[src/rtl/trg_one_gen_if.sv]
// rtl/trg_one_gen_if.sv - trigger source / pulse bundle for trg_one_gen.
// TRG_CNT exists only when TRG_ONE_GEN_CNT_EN is defined.
interface trg_one_gen_if;
  logic       IN;
  logic       TRG_ONE;
  logic       LEVEL;
`ifdef TRG_ONE_GEN_CNT_EN
  logic [7:0] TRG_CNT;

  modport master (output IN, input TRG_ONE, input LEVEL, input TRG_CNT);
  modport slave  (input IN, output TRG_ONE, output LEVEL, output TRG_CNT);
`else
  modport master (output IN, input TRG_ONE, input LEVEL);
  modport slave  (input IN, output TRG_ONE, output LEVEL);
`endif
endinterface

[src/rtl/trg_one_gen.sv]
// rtl/trg_one_gen.sv - synchronised, debounced single-pulse trigger generator.
// Optional pulse counter TRG_CNT enabled by macro TRG_ONE_GEN_CNT_EN.
module trg_one_gen #(
  parameter logic [7:0] DB_N = 8'h04,
  parameter logic [0:0] EDGE = 1'b0
) (
  input  logic         CLK,
  input  logic         R,
  trg_one_gen_if.slave bus
);

  localparam logic [1:0] S_LOW      = 2'd0;
  localparam logic [1:0] S_RISE_CHK = 2'd1;
  localparam logic [1:0] S_HIGH     = 2'd2;
  localparam logic [1:0] S_FALL_CHK = 2'd3;

  // A zero setting behaves as one so the terminal count never underflows.
  localparam logic [7:0] DB_LAST = (DB_N == 8'd0) ? 8'd0 : (DB_N - 8'd1);

  logic       s1;
  logic       s2;
  logic [1:0] state;
  logic [7:0] cnt;
  logic       level_q;
  logic       trg_q;
  logic       accept_rise;
  logic       accept_fall;
  logic       fire;

  always_comb begin
    accept_rise = (state == S_RISE_CHK) && s2 && (cnt == DB_LAST);
    accept_fall = (state == S_FALL_CHK) && !s2 && (cnt == DB_LAST);
    fire        = EDGE ? accept_fall : accept_rise;
  end

  always_ff @(posedge CLK) begin
    if (R) begin
      s1      <= 1'b0;
      s2      <= 1'b0;
      state   <= S_LOW;
      cnt     <= 8'd0;
      level_q <= 1'b0;
      trg_q   <= 1'b0;
    end else begin
      s1    <= bus.IN;
      s2    <= s1;
      trg_q <= fire;
      case (state)
        S_LOW: begin
          if (s2) begin
            state <= S_RISE_CHK;
            cnt   <= 8'd0;
          end
        end
        S_RISE_CHK: begin
          if (!s2) begin
            state <= S_LOW;
          end else if (cnt == DB_LAST) begin
            state   <= S_HIGH;
            level_q <= 1'b1;
          end else begin
            cnt <= cnt + 8'd1;
          end
        end
        S_HIGH: begin
          if (!s2) begin
            state <= S_FALL_CHK;
            cnt   <= 8'd0;
          end
        end
        S_FALL_CHK: begin
          if (s2) begin
            state <= S_HIGH;
          end else if (cnt == DB_LAST) begin
            state   <= S_LOW;
            level_q <= 1'b0;
          end else begin
            cnt <= cnt + 8'd1;
          end
        end
        default: state <= S_LOW;
      endcase
    end
  end

  assign bus.TRG_ONE = trg_q;
  assign bus.LEVEL   = level_q;

`ifdef TRG_ONE_GEN_CNT_EN
  logic [7:0] trg_cnt_q;

  always_ff @(posedge CLK) begin
    if (R) begin
      trg_cnt_q <= 8'd0;
    end else if (fire && (trg_cnt_q != 8'hFF)) begin
      trg_cnt_q <= trg_cnt_q + 8'd1;
    end
  end

  assign bus.TRG_CNT = trg_cnt_q;
`endif

endmodule

[src/flat_wrapper.sv]
// flat-port wrapper written by rule: the top's interface ports become plain ports
module trg_one_gen_flat 
#(
  parameter logic [7:0] DB_N = 8'h04,
  parameter logic [0:0] EDGE = 1'b0
)
  (CLK, R, bus_IN, bus_TRG_ONE, bus_LEVEL);
  trg_one_gen_if bus_i ();
  input  logic CLK;
  input  logic R;
  input wire logic [$bits(bus_i.IN)-1:0] bus_IN;
  output wire logic [$bits(bus_i.TRG_ONE)-1:0] bus_TRG_ONE;
  output wire logic [$bits(bus_i.LEVEL)-1:0] bus_LEVEL;
  assign bus_i.IN = bus_IN;
  assign bus_TRG_ONE = bus_i.TRG_ONE;
  assign bus_LEVEL = bus_i.LEVEL;
  trg_one_gen #(.DB_N(DB_N), .EDGE(EDGE)) u_core (.CLK(CLK), .R(R), .bus(bus_i));
endmodule
[config.mk]
export PLATFORM = sky130hd
export DESIGN_NAME = trg_one_gen_flat
export DESIGN_NICKNAME = d
export VERILOG_FILES = /design/src/rtl/trg_one_gen_if.sv /design/src/rtl/trg_one_gen.sv /design/src/flat_wrapper.sv
export SDC_FILE = /design/constraint.sdc
export NUM_CORES = 1
export LEC_CHECK = 0
export CORE_AREA = 3 3 40 42
export CTS_CLUSTER_SIZE = 8
export DETAILED_ROUTE_END_ITERATION = 10
export DIE_AREA = 0 0 43 45
export GPL_TIMING_DRIVEN = 0
export PLACE_DENSITY = 0.75
export SLEW_MARGIN = 10
export SYNTH_ARGS = -nofsm -noshare
export SYNTH_HDL_FRONTEND = slang
export SYNTH_SLANG_ARGS = --single-unit
[constraint.sdc]
create_clock -name CLK -period 1.7 [get_ports CLK]
set_input_delay 0.34 -clock CLK [delete_from_list [all_inputs] [get_ports CLK]]
set_output_delay 0.34 -clock CLK [all_outputs]
set_load 0.01 [all_outputs]
==> impl_metrics.csv <==
group,metric,value,unit
outcome,status,"finished clean",
die,initial_core_util,52.19,%
critical_path,critical_path_arrival,1.73,ns
timing,rsz0062_at_grt,"no",
yosys,ys_seq_area_share,41.79,%
layout,filler_cell_count,114,
global_route,first_global_vias,544,
global_route,global_route.usage.total,15.98,%
layout,share_of_layout_cells_above_drive_strength_1,10.98,%
cts,clockRootBuffer,"sky130_fd_sc_hd__clkbuf_4",
power_and_ir_drop,power.sequential.fraction,55.1,%
die,fp.dieArea,1935,um2
cts,hold_buffers,0,
critical_path,setup.worst_path.start_class,"flip-flop",
die,ios,5,
timing,tightest_slew,0.4316,ns
cts,tritoncts,"done",
yosys,synthesis.yosys.warnings,0,
power_and_ir_drop,leakagePower,0.2434,nW
cts,max-clock-path-buffers,2,
critical_path,critical_path.endpoint_type,"flip-flop",
timing,whs,0.4590,ns
power_and_ir_drop,ir_drop,0.4172,mV
timing,final_min_period_over_clock_period,92.34,%
critical_path,worst_setup_path_type,"reg -> reg",
cts,cts_htree_levels,1,
global_route,grt_antenna_before_repair,0,
die,rows,13,
yosys,post_synth_num_cell_types,29,
timing,max-slew-margin-rel,71.15,%
min_path,hold_path_class,"reg -> reg",
timing,finalHoldViolations,0,
global_route,grt_max_degree,11,
layout,layout.cells.most_common,"sky130_fd_sc_hd__dfxtp_1",
cts,number_of_clock_sinks,14,
timing,fmax,637.0,MHz
yosys,per_instance_average_area_after_synthesis,9.063,um2
place,gpl.final_weighted_congestion,0.7523,
route,drt-initial-drc-count,11,
place,port_buffers,4,
yosys,synthesis.area,670.6,um2
global_route,grt_remaining_overflow,0,
cts,tritoncts.num_buffers,3,
power_and_ir_drop,power.total,0.6181,mW
power_and_ir_drop,pwr_density_cell,790.4,nW/um2
route,finalWirelength,1416,um
critical_path,crit-reg2reg-launch,"u_core.cnt[0]$_SDFFE_PP0P_",
min_path,worst_hold_endpoint,"u_core.s2$_SDFF_PP0_",
power_and_ir_drop,part_of_the_power_in_combinational_logic,6.1,%
route,post_drt_wl_per_cell,14.60,um
yosys,synthesis.instances,74,
layout,final_cell_count_no_fill,97,
critical_path,worst_case_register_to_register_setup_slack,0.13,ns
timing,min_period,1.570,ns
die,placeableCoreArea,1285,um2
layout,num-nets-final,87,
timing,timing.final.max_slew_violations,0,
min_path,worstHoldStart,"u_core.s1$_SDFF_PP0_",
route,via_count,595,
die,die_width,43,um
critical_path,critPathRequiredTime,1.86,ns
layout,insertedDiodeCount,0,
yosys,synth.ff_latch_count,14,
route,ant_nets,0,
timing,finalSetupViolations,0,
layout,final_core_util,60.86,%
cts,clock_latency,0.28,ns
global_route,grt_pass1_wl,2297,um
route,dr.pass1.iters,4,
min_path,timing.hold.worst_path_depth,1,
place,dp.final_hpwl,973.1,um
place,place_inst,93,
power_and_ir_drop,share_clk_of_total_power,38.8,%
job,max_cap_viol_count,0,
route,viasPerCell,6.134,
critical_path,worstPathMaxFanout,6,
timing,fin_skew,0.001325,ns
power_and_ir_drop,p_sw,0.1348,mW
route,drc,0,
yosys,syn-num-nets,78,
power_and_ir_drop,switching_share,21.81,%
power_and_ir_drop,p_int,0.4833,mW
timing,fin_tns_setup,0,ns
critical_path,worst-r2r-cell-count,4,
cts,cts.clk_slew.worst_paths,0.08,ns
layout,layout-area-overhead-vs-synth,16.60,%
die,dieHeight,45,um
layout,mostFrequentLayoutCells,"sky130_fd_sc_hd__dfxtp_1 (14), sky130_fd_sc_hd__a21oi_1 (7), sky130_fd_sc_hd__o21ai_0 (5), sky130_fd_sc_hd__nand3_1 (4), sky130_fd_sc_hd__clkdlybuf4s50_1 (4)",
[logic make-up (layout without fill, tap and decap cells)]
group,after synthesis,in the layout,synth area share (%)
AND/OR/NAND/NOR,27,27,28.17
buffers and inverters,6,14,3.731
multiplexers,2,2,2.985
XOR/XNOR,1,1,1.306
flip-flops,14,14,41.79
adder cells (fa/ha/maj),1,1,1.865
AO/OA/AOI/OAI,23,23,20.15
[Yosys cell counts]
| cell | n | share of area (%) |
|---|---|---|
| sky130_fd_sc_hd__a211o_1 | 1 | 1.3 |
| sky130_fd_sc_hd__buf_2 | 2 | 1.5 |
| sky130_fd_sc_hd__dfxtp_1 | 14 | 42 |
| sky130_fd_sc_hd__inv_1 | 3 | 1.7 |
| sky130_fd_sc_hd__mux2i_1 | 2 | 3.0 |
| sky130_fd_sc_hd__nor4b_1 | 1 | 1.3 |
| sky130_fd_sc_hd__or3_1 | 2 | 1.9 |
| sky130_fd_sc_hd__nor4_1 | 1 | 0.93 |
| sky130_fd_sc_hd__clkbuf_1 | 1 | 0.56 |
| sky130_fd_sc_hd__or4b_1 | 2 | 3.0 |
| sky130_fd_sc_hd__xnor2_1 | 1 | 1.3 |
| sky130_fd_sc_hd__a211oi_1 | 1 | 1.1 |
| sky130_fd_sc_hd__nor2b_1 | 3 | 2.8 |
| sky130_fd_sc_hd__o21bai_1 | 1 | 1.1 |
| sky130_fd_sc_hd__a21oi_1 | 7 | 5.2 |
| sky130_fd_sc_hd__ha_1 | 1 | 1.9 |
| sky130_fd_sc_hd__nand3_1 | 4 | 3.0 |
| sky130_fd_sc_hd__a21o_1 | 1 | 1.1 |
| sky130_fd_sc_hd__nand3b_1 | 1 | 1.1 |
| sky130_fd_sc_hd__nand2b_1 | 2 | 1.9 |
| sky130_fd_sc_hd__o21ai_0 | 5 | 3.7 |
| sky130_fd_sc_hd__o31ai_1 | 3 | 3.4 |
| sky130_fd_sc_hd__nor2_1 | 2 | 1.1 |
| sky130_fd_sc_hd__a31oi_1 | 1 | 0.93 |
| sky130_fd_sc_hd__or4_1 | 3 | 3.4 |
| sky130_fd_sc_hd__nand2_1 | 1 | 0.56 |
| sky130_fd_sc_hd__nor4b_2 | 2 | 4.5 |
| sky130_fd_sc_hd__o21ai_1 | 3 | 2.2 |
| sky130_fd_sc_hd__nand4_1 | 3 | 2.8 |
[per-stage QoR]
stage                     area, um2  setup WS (ns)
after floorplan               670.6         0.3171
after global placement        729.5        0.03190
after detailed placement      729.5        0.03445
after CTS                     765.7         0.1184
after global routing          782.0        0.07901
final                         782.0         0.1301
[power by group through the flow]
stage	registers (mW)	clock network [mW]	logic [mW]
after floorplan	0.347	0	0.0216
after global placement	0.347	0	0.0365
after detailed placement	0.348	0	0.0373
after CTS	0.340	0.247	0.0372
after global routing	0.341	0.253	0.0417
final	0.340	0.240	0.0376
[worst max-delay path by stage]
stage,startpoint,depth (start not counted),end
2_1_floorplan,u_core.cnt[0]$_SDFFE_PP0P_,4,u_core.bus.LEVEL$_SDFFE_PP0P_
3_3_place_gp,R,4,u_core.cnt[3]$_SDFFE_PP0P_
3_5_place_dp,R,4,u_core.cnt[7]$_SDFFE_PP0P_
4_1_cts,u_core.cnt[0]$_SDFFE_PP0P_,4,u_core.cnt[1]$_SDFFE_PP0P_
5_1_grt,u_core.cnt[0]$_SDFFE_PP0P_,4,u_core.bus.LEVEL$_SDFFE_PP0P_
6_report,u_core.cnt[0]$_SDFFE_PP0P_,4,flip-flop
[what timing repair did]
item                                    CTS  global route
endpoints found under the setup margin    0             2
buffers inserted                          0             0
resized for setup                         0             2
[worst max-delay path: stages (launching register included)]
cell                      delay (ns)
sky130_fd_sc_hd__dfxtp_1        0.43
sky130_fd_sc_hd__ha_1           0.28
sky130_fd_sc_hd__or4b_1         0.50
sky130_fd_sc_hd__o21ai_1        0.16
sky130_fd_sc_hd__a21oi_1        0.08
[metal layers]
| metal | wire (um) | vias to the layer above | GRT usage, % |
|---|---|---|---|
| met2 | 689 | 14 | 26.65 |
| met4 | 28 | 0 | 10.84 |
| met5 | 0 | - | 0 |
| met3 | 52 | 4 | 2.390 |
| met1 | 645 | 279 | 19.07 |
| li1 | - | 298 | - |
[area by class of cell]
class | instances | area (um2) | share of cell area (%)
Multi-Input combinational cell | 54 | 381.6 | 48.80
Sequential cell | 14 | 280.3 | 35.84
Timing Repair Buffer | 4 | 40.04 | 5.120
Clock buffer | 4 | 36.28 | 4.640
Tap cell | 15 | 18.77 | 2.400
Buffer | 3 | 13.76 | 1.760
Inverter | 3 | 11.26 | 1.440
[registers in the layout, indices dropped and copies added (netlist names), named ones only]
signal,flops
u_core.state,1
u_core.bus.TRG_ONE,1
u_core.cnt,8
u_core.bus.LEVEL,1
u_core.s1,1
u_core.s2,1
Power figures use the tool's default switching activity.
